$ cat src/rtl/flopr_pipe_param.sv
// DEPTH-stage register pipeline of WIDTH bits with a valid bit per stage, stall (en),
// flush, and a registered count of valid stages.
module flopr_pipe_param #(
  parameter int                WIDTH     = 32,
  parameter int                DEPTH     = 3,
  parameter logic [WIDTH-1:0]  RESET_VAL = '0
) (
  input  logic                         clk,
  input  logic                         rst,
  input  logic                         en,
  input  logic                         flush,
  input  logic                         in_valid,
  input  logic [WIDTH-1:0]             d_in,
  output logic                         out_valid,
  output logic [WIDTH-1:0]             d_out,
  output logic [DEPTH-1:0]             stage_valid,
  output logic [$clog2(DEPTH+1)-1:0]   count
);

  localparam int CW = $clog2(DEPTH + 1);

  generate
    if (DEPTH < 1) begin : g_bad_depth
      $error("flopr_pipe_param: DEPTH must be at least 1");
    end
  endgenerate

  logic [WIDTH-1:0] data_q [DEPTH];
  logic [WIDTH-1:0] data_d [DEPTH];
  logic [DEPTH-1:0] valid_q, valid_d;
  logic [CW-1:0]    count_q, count_d;

  // Priority below reset: flush > en > hold. Reset itself is applied in the flop block.
  always_comb begin
    data_d  = data_q;
    valid_d = valid_q;
    count_d = count_q;
    if (flush) begin
      for (int i = 0; i < DEPTH; i++) begin
        data_d[i] = RESET_VAL;
      end
      valid_d = '0;
      count_d = '0;
    end else if (en) begin
      data_d[0]  = d_in;
      valid_d[0] = in_valid;
      for (int i = 1; i < DEPTH; i++) begin
        data_d[i]  = data_q[i-1];
        valid_d[i] = valid_q[i-1];
      end
      // Modular CW-bit arithmetic: the transient count+1 may wrap, the final result cannot.
      count_d = count_q + CW'(in_valid) - CW'(valid_q[DEPTH-1]);
    end
  end

  always_ff @(posedge clk) begin
    if (rst) begin
      for (int i = 0; i < DEPTH; i++) begin
        data_q[i] <= RESET_VAL;
      end
      valid_q <= '0;
      count_q <= '0;
    end else begin
      for (int i = 0; i < DEPTH; i++) begin
        data_q[i] <= data_d[i];
      end
      valid_q <= valid_d;
      count_q <= count_d;
    end
  end

  assign out_valid   = valid_q[DEPTH-1];
  assign d_out       = data_q[DEPTH-1];
  assign stage_valid = valid_q;
  assign count       = count_q;

  a_count_matches_valids : assert property (@(posedge clk) count_q == CW'($countones(valid_q)));

endmodule

$ cat config.mk
export PLATFORM = sky130hd
export DESIGN_NAME = flopr_pipe_param
export DESIGN_NICKNAME = d
export VERILOG_FILES = /design/src/rtl/flopr_pipe_param.sv
export SDC_FILE = /design/constraint.sdc
export NUM_CORES = 1
export LEC_CHECK = 0
export ABC_AREA = 1
export CORE_MARGIN = 2
export CORE_UTILIZATION = 23
export CTS_BUF_LIST = sky130_fd_sc_hd__clkbuf_8
export DETAILED_ROUTE_END_ITERATION = 10
export PLACE_DENSITY = 0.41
export RECOVER_POWER = 50
export SYNTH_ARGS = -nofsm -noshare
export SYNTH_HDL_FRONTEND = slang
export SYNTH_SLANG_ARGS = --single-unit
$ cat constraint.sdc
create_clock -name clk -period 3.4 [get_ports clk]
set_clock_uncertainty 0.1 [all_clocks]
set_input_delay 1.02 -clock clk [delete_from_list [all_inputs] [get_ports clk]]
set_output_delay 1.02 -clock clk [all_outputs]
set_load 0.03 [all_outputs]
==> impl_metrics.py <==
metrics = {
    "layout": {
        "diodes": 0,
        "layout_common_cells": "nor2_1 (114), dfxtp_1 (101), o21ai_0 (100)",
        "layout-drive-gt1-share_pct": 22.4,
        "mostFrequentLayoutCell": "nor2_1",
        "nNetsFinal": 548,
        "area_growth_pct": 17.9,
    },
    "setup_path": {
        "crit_fanout": 2,
        "slowest_delay_ps": 740,
        "setup.worst_path.class": "flop to primary output",
        "cp_slowest_cell": "clkdlybuf4s50_1",
        "endpoint_kind": "primary output",
        "crit_path_end": "count[0]",
        "regToRegSetupSlack_ps": 1920,
        "cp_cell_sequence": "clkdlybuf4s50_1",
        "cp.arrival_ps": 1480,
        "timing.rr.start": "count[0]$_SDFFE_PP0P_",
        "cpLargestDelayFamily": "buffers and inverters",
        "crit_start": "count[0]$_SDFFE_PP0P_",
        "path_buf_inv": 1,
        "r2r_end": "count[1]$_SDFFE_PP0P_",
        "cp.required_ps": 2280,
        "cp.depth": 1,
        "worstRegToRegCells": 9,
        "cp-start-kind": "flop",
    },
    "synthesis": {
        "synth_top_area_share_pct": 48.7,
        "ys_seq_area_share_pct": 48.7,
        "yosys-top-cells-area": "dfxtp_1 (49%), nor2_2 (13%), o21ai_0 (11%)",
        "synthCells": 483,
        "synth_area_mm2": 0.00415,
        "yosys.area.top_type": "dfxtp_1",
        "syn_area_per_cell_um2": 8.59,
        "syn_nets": 522,
        "ys_seq_elements": 101,
        "yosysWarnings": 0,
        "synth.distinct_cells": 16,
    },
    "die": {
        "dieArea_mm2": 0.0191,
        "die_w_um": 138,
        "initial_utilization_pct": 23.2,
        "num_rows": 49,
        "die_h_um": 138,
        "coreArea_mm2": 0.0178,
        "io_pins": 75,
    },
    "routing": {
        "vias": 2948,
        "route.met2.wl_mm": 3.55,
        "firstDrtPassIters": 4,
        "drt.antenna.violating_nets": 0,
        "drtIter0Drc": 176,
        "top_layer": "met4",
        "wl_per_cell_um": 11.7,
        "drcViolationCount": 0,
        "wl_mm": 8.69,
        "vias_per_cell": 3.97,
        "wl_met3_um": 320,
        "wl_met1_mm": 4.62,
    },
    "grt": {
        "grt_pass1_vias": 2845,
        "grt_pass1_wl_mm": 14.5,
        "grtUsageTotal_pct": 9.43,
        "grt_overflow": 0,
        "grt_max_degree": 71,
        "antenna_found_initial": 0,
    },
    "clock_network": {
        "cts_inserted_buffers": 9,
        "insertion_delay_ps": 380,
        "hold_buffers": 0,
        "clkTransAtPathRegs_ps": 90,
        "cts.sink_count": 101,
        "ctsResizeCount": 0,
        "cts-root-buf": "clkbuf_8",
        "clockBufferDepth": 2,
        "cts_htree_levels": 3,
        "cts_post_setup_buffers_inserted": 0,
        "cts_tree": "built",
    },
    "power": {
        "peakVddDrop_mv": 0.147,
        "p_leak_nw": 1.84,
        "power_density_mw_per_mm2": 484,
    },
    "timing": {
        "rsz0062_at_grt": "no",
        "hold_violations": 0,
        "worstMarginPinSlew_ps": 830,
        "slew_headroom_pct": 44.7,
        "setup_slack_ps": 805,
        "drv_slew": 0,
        "fmax_ghz": 0.385,
        "fin_crit_ps": 2600,
        "fin_crit_sh_pct": 76.3,
        "finalSetupTns_ps": 0,
        "finalSetupViolCount": 0,
    },
    "place": {
        "place_congestion": 0.707,
        "portBuffers": 74,
        "dp_hpwl_mm": 5.55,
        "dp_slack_ps": 912,
    },
    "status": {
        "status": "finished clean",
    },
    "flow_run": {
        "cap_violations": 0,
    },
    "min_path": {
        "hp-class": "flop to flop",
    },
}
[logic make-up after synthesis]
| family | after synthesis | synth area share [%] |
|---|---|---|
| AND/OR/NAND/NOR | 208 | 24.3 |
| flip-flops | 101 | 48.7 |
| buffers and inverters | 71 | 14.1 |
| adder cells (fa/ha/maj) | 2 | 0.603 |
| AO/OA/AOI/OAI | 101 | 12.3 |
[area by class of cell]
type,count,area (µm²)
repair buffers,81,796
clock inverters,6,86.3
clock buffers,10,138
inverters,5,21.3
multi-input cells,311,1540
well taps,229,287
fillers,1933,13000
flip-flops and latches,101,2020
[flip-flops by register name, summed over array words and instances (netlist names)]
name / flops
data_q: 64
stage_valid: 3
count: 2
d_out: 32
[synth_stat cells, drive strengths merged]
| cell | instances |
|---|---|
| nand4 | 1 |
| ha | 2 |
| buf | 60 |
| a21oi | 1 |
| clkbuf | 6 |
| dfxtp | 101 |
| o21ai | 100 |
| inv | 5 |
| nand2 | 4 |
| nor2 | 203 |
[worst min-delay path by stage]
stage	from	end	slack (ps)	cells past startpoint
after floorplan	data_q[63]$_SDFFE_PP0P_	data_q[63]$_SDFFE_PP0P_	350	2
after global placement	data_q[78]$_SDFFE_PP0P_	data_q[46]$_SDFFE_PP0P_	370	2
after detailed placement	data_q[44]$_SDFFE_PP0P_	d_out[12]$_SDFFE_PP0P_	370	2
after CTS	data_q[86]$_SDFFE_PP0P_	data_q[54]$_SDFFE_PP0P_	390	2
after global routing	data_q[86]$_SDFFE_PP0P_	data_q[54]$_SDFFE_PP0P_	400	2
final	data_q[80]$_SDFFE_PP0P_	data_q[48]$_SDFFE_PP0P_	380	2
[power breakdown]
part / leakage (nW) / internal (mW) / total (mW) / switching (mW)
clock network: 0.112 / 0.433 / 0.855 / 0.422
logic: 0.900 / 0.112 / 0.261 / 0.149
registers: 0.825 / 1.23 / 1.25 / 0.0259
total: 1.84 / 1.77 / 2.37 / 0.597
[metrics by stage]
| stage | utilization, % | total power, mW | std cells | cell area (µm²) | hold slack (ps) |
|---|---|---|---|---|---|
| floorplan | - | 1.48 | 483 | 4150 | 353 |
| detailed placement | 26.2 | 1.55 | 727 | 4680 | 374 |
| finish | 27.4 | 2.37 | 743 | 4890 | 384 |
| global placement | 26.2 | 1.55 | 727 | 4680 | 370 |
| CTS | 27.5 | 2.43 | 743 | 4900 | 391 |
| global route | 27.4 | 2.50 | 743 | 4890 | 403 |
[routing by layer]
metal  GRT usage, %  vias up
li1               -     1545
met1           13.5     1341
met2           12.6       50
met3           2.60       12
met4           5.32        0
met5              0        -
Power figures use the tool's default switching activity.
==> RTL change 1 (same flow settings) <==
The parameter `WIDTH` goes from 32 to 16.
--- a/src/rtl/flopr_pipe_param.sv
+++ b/src/rtl/flopr_pipe_param.sv
@@ -1,7 +1,7 @@
 // DEPTH-stage register pipeline of WIDTH bits with a valid bit per stage, stall (en),
 // flush, and a registered count of valid stages.
 module flopr_pipe_param #(
-  parameter int                WIDTH     = 32,
+  parameter int                WIDTH     = 16,
   parameter int                DEPTH     = 3,
   parameter logic [WIDTH-1:0]  RESET_VAL = '0
 ) (
Interface: changed (resized d_in and d_out); port bits go from 75 to 43. The function was not compared with the original's and may differ.
==> RTL change 1 against the unedited design <==
Total power decreased by 51%. Design area is 50% lower. Fmax shrank 1.2%. Sequential power fell by 48%. Synthesized area decreased by 50%. Wire length down 52%. Setup slack got worse by 0.032 ns. Register-to-register slack gained 0.07 ns. Sequential cell count down 48. Critical path type is now in2reg. Largest cell class unchanged. Highest routed layer unchanged.
==> RTL change 1: results (changes against the unedited design) <==
| Metric | Value |
|---|---|
| Vias in the first global route | `1564 (was 2845)` |
| Netlist cell types | `15 (was 16)` |
| Worst path arrival time | `2.77 ns (was 1.48 ns)` |
| P_leak | `0.0009729 uW (was 0.001836 uW)` |
| Total power | `1170 uW (was 2368 uW)` |
| Area after DPL | `2377 sq um (was 4678 sq um)` |
| Largest net degree at the start of global routing | `54 (was 71)` |
| Max reg flops | `32 (was 64)` |
| Total CTS buffers | `5 (was 9)` |
| Top cells by area, synth | `dfxtp_1, nor2_1, o21ai_1, buf_4, buf_6 (was dfxtp_1, nor2_2, o21ai_0, nor2_1, buf_4)` |
| Share of the synthesized area in the top cell type | `50.72% (was 48.75%)` |
| Worst Hold End | `data_q[42] (was data_q[48])` |
| Drt wl/cell | `10.91 um (was 11.70 um)` |
| R2R setup slack | `1.99 ns (was 1.92 ns)` |
| Sequential cell area share | `43.02% (was 41.35%)` |
| Cell count after synthesis | `258 (was 483)` |
| Routed length on met3 | `157 um (was 320 um)` |
| Slew HR | `32.82% (was 44.68%)` |
| Fill count | `974 (was 1933)` |
| Top delay family on crit path | `simple AND/OR/NAND/NOR gates (was buffers and inverters)` |
| Pre-CTS WS | `0.7891 ns (was 0.9120 ns)` |
| Reg2reg end | `count[1] (unchanged)` |
| Number of port buffers | `42 (was 74)` |
| Met2 usage | `14.35% (was 12.64%)` |
| Utilization after layout | `28.14% (was 27.41%)` |
| Vias per inst | `4.063 (was 3.968)` |
| Clock network latency to the later pin of the worst-skew pair | `0.30 ns (was 0.38 ns)` |
| Hold_ws | `0.3824 ns (was 0.3840 ns)` |
| DR iter-0 viols | `66 (was 176)` |
| Gpl congestion | `0.6225 (was 0.7067)` |
| H-tree Lvls | `2 (was 3)` |
| Internal power | `883.2 uW (was 1771 uW)` |
| Non-CTS buffers | `43 (was 81)` |
| GR Util met1 | `11.54% (was 13.45%)` |
| Nets | `298 (was 548)` |
| Total wire length after detailed routing | `4.189 mm (was 8.692 mm)` |
| Post-synthesis sequential area ratio | `50.72% (was 48.75%)` |
| ClkCell Share | `4.110% (was 4.580%)` |
| Signal buf overhead | `17.15% (was 16.27%)` |
| Global Route Usage Sum | `8.995% (was 9.425%)` |
| Syn avg cell area | `8.109 sq um (was 8.587 sq um)` |
| Clk_buf instances | `7 (was 10)` |
| Syn_nets | `281 (was 522)` |
| Worst path max stage delay | `0.79 ns (was 0.74 ns)` |
| Grt met3 use | `2.319% (was 2.598%)` |
| #MultiIn Comb | `167 (was 311)` |
| Worst hold path startpoint | `data_q[42] (was data_q[80])` |
| Status | `completed (unchanged)` |
| Metal2 WL | `1.869 mm (was 3.547 mm)` |
| Post-DP HPWL | `2.467 mm (was 5.552 mm)` |
| Clock network power share | `32.9% (was 36.1%)` |
| Share of cells above drive strength 1 | `4.710% (was 22.37%)` |
| Synth top cells by count | `nor2_1, dfxtp_1, o21ai_1 (was nor2_1, dfxtp_1, nor2_2, o21ai_0, buf_4)` |
## RTL change 1: cell types whose count changed in the layout (fill, tap and decap cells not counted), moves of 2 or more
cell / before / now
nor2_2: 89 / 0
o21ai_0: 100 / 37
dfxtp_1: 101 / 53
clkdlybuf4s50_1: 72 / 40
o21ai_1: 0 / 14
nor2_1: 114 / 106
buf_4: 4 / 1
clkbuf_8: 10 / 7
bufinv_16: 2 / 0
clkbuf_2: 2 / 0
## RTL change 1: worst max path at each step
stage                         from             end  slack [ns]  cells past startpoint
global placement             flush        count[0]        0.79                      4
floorplan           stage_valid[2]  stage_valid[2]        1.54                      1
CTS                 stage_valid[2]       out_valid        0.88                      1
finish                       flush       d_out[13]        0.77                      4
detailed placement           flush        count[0]        0.79                      4
global route                 flush        count[0]        0.55                      4
## RTL change 1: kinds of logic after synthesis
group | share of synthesized area (%)
simple gates | 20.99
fa+ha+maj | 1.196
flops | 50.72
buf+inv | 14.06
compound gates | 13.04
==> RTL change 2 (same settings) <==
Made on the original files. Register the inputs `en`, `flush`, `in_valid` and `d_in` before use, without a reset. The logic sees them one clock later. Comments in the files are not updated.
--- a/src/rtl/flopr_pipe_param.sv
+++ b/src/rtl/flopr_pipe_param.sv
@@ -19,6 +19,18 @@
 
   localparam int CW = $clog2(DEPTH + 1);
 
+  logic en_q;
+  logic flush_q;
+  logic in_valid_q;
+  logic [WIDTH-1:0] d_q;
+
+  always_ff @(posedge clk) begin
+    en_q       <= en;
+    flush_q    <= flush;
+    in_valid_q <= in_valid;
+    d_q        <= d_in;
+  end
+
   generate
     if (DEPTH < 1) begin : g_bad_depth
       $error("flopr_pipe_param: DEPTH must be at least 1");
@@ -35,21 +47,21 @@
     data_d  = data_q;
     valid_d = valid_q;
     count_d = count_q;
-    if (flush) begin
+    if (flush_q) begin
       for (int i = 0; i < DEPTH; i++) begin
         data_d[i] = RESET_VAL;
       end
       valid_d = '0;
       count_d = '0;
-    end else if (en) begin
-      data_d[0]  = d_in;
-      valid_d[0] = in_valid;
+    end else if (en_q) begin
+      data_d[0]  = d_q;
+      valid_d[0] = in_valid_q;
       for (int i = 1; i < DEPTH; i++) begin
         data_d[i]  = data_q[i-1];
         valid_d[i] = valid_q[i-1];
       end
       // Modular CW-bit arithmetic: the transient count+1 may wrap, the final result cannot.
-      count_d = count_q + CW'(in_valid) - CW'(valid_q[DEPTH-1]);
+      count_d = count_q + CW'(in_valid_q) - CW'(valid_q[DEPTH-1]);
     end
   end
 
Formal check against the unedited RTL: not equivalent (a bounded check fails within 4 cycles, from zero or initial values).
==> RTL change 2 against the unedited design <==
First-iteration DRC count rose by 9.7%. Combinational power fell by 13%. Via count rose by 11%. Setup slack got worse by 0.031 ns. Total power rose by 42%. Fmax fell by 1.2%. Non-clock buffer count fell by 5. Synthesized area rose by 8.6%. Design area rose by 15%. Sequential share of layout area rose by 7.1 points. Sequential cell count rose by 35. Wire length rose by 2.9%. Critical endpoint is now stage_valid[2]. Largest power group unchanged.
==> RTL change 2: results (changes against the unedited design) <==
| Metric | Value |
|---|---|
| Drt wl/cell | `10.84 um (was 11.70 um)` |
| Fin area | `5625 sq um (was 4890 sq um)` |
| Worst path arrival time | `1.51 ns (was 1.48 ns)` |
| Syn avg cell area | `8.710 sq um (was 8.587 sq um)` |
| Synth top cells by count | `nor2_1, dfxtp_1, o21ai_0 (was nor2_1, dfxtp_1, nor2_2, o21ai_0, buf_4)` |
| Top cells by area, synth | `dfxtp_1, nor2_1, o21ai_0, buf_4, buf_2 (was dfxtp_1, nor2_2, o21ai_0, nor2_1, buf_4)` |
| Gpl congestion | `0.6551 (was 0.7067)` |
| Vias per inst | `3.971 (was 3.968)` |
| Pre-CTS WS | `0.9964 ns (was 0.9120 ns)` |
| Share of cells above drive strength 1 | `8.036% (was 22.37%)` |
| Adder-cell share of the synthesized area | `0.5557% (was 0.6033%)` |
| Critical Path Fanout Max | `4 (was 2)` |
| Global Route Usage Sum | `9.145% (was 9.425%)` |
| Total CTS buffers | `17 (was 9)` |
| DR iter-0 viols | `193 (was 176)` |
| H-tree Lvls | `4 (was 3)` |
| Main synth FF type | `dfxtp_1 (unchanged)` |
| Fill count | `2089 (was 1933)` |
| Status | `completed (unchanged)` |
| Clock network latency to the later pin of the worst-skew pair | `0.43 ns (was 0.38 ns)` |
| Area after DPL | `5194 sq um (was 4678 sq um)` |
| Worst path max stage delay | `0.69 ns (was 0.74 ns)` |
| P_leak | `0.002225 uW (was 0.001836 uW)` |
| Post-CTS Resized | `0 (unchanged)` |
| Placed Instances | `793 (was 727)` |
| Nets | `586 (was 548)` |
| Post-DP HPWL | `4.782 mm (was 5.552 mm)` |
| Largest net degree at the start of global routing | `104 (was 71)` |
| Post-synthesis sequential area ratio | `60.46% (was 48.75%)` |
| Max IR drop VDD | `0.2048 mV (was 0.1474 mV)` |
| Syn_nets | `556 (was 522)` |
| Compound-Gate Fraction of Synth Area | `11.23% (was 12.28%)` |
-- RTL change 2: worst paths after layout --
check,startpoint,end,slack (ns),depth (start not counted)
setup / recovery,stage_valid[2],stage_valid[2],0.77,1
hold / removal,d_q[0],data_q[64],0.36,2
setup reg to reg,en_q,data_q[71],1.73,3
hold reg to reg,d_q[0],data_q[64],0.36,2
-- RTL change 2: per-layer routing --
metal / track usage (%) / wire length [um]
met1: 10.75 / 4231
met2: 14.69 / 4035
met3: 3.699 / 546
met4: 4.025 / 129
met5: 0 / 0
-- RTL change 2: power by group --
| group | internal [uW] | total [uW] | switching (uW) |
|---|---|---|---|
| Combinational | 92.6 | 226 | 134 |
| Clock | 834 | 1460 | 624 |
| Sequential | 1660 | 1690 | 28.0 |
-- RTL change 2: layout make-up --
class / count / share of cell area (%)
tap: 265 / 5.894
inverter: 5 / 0.3781
clock buffer: 19 / 4.649
multi-input combinational: 311 / 23.80
sequential: 136 / 48.47
timing repair buffer: 76 / 13.66
clock inverter: 13 / 3.158
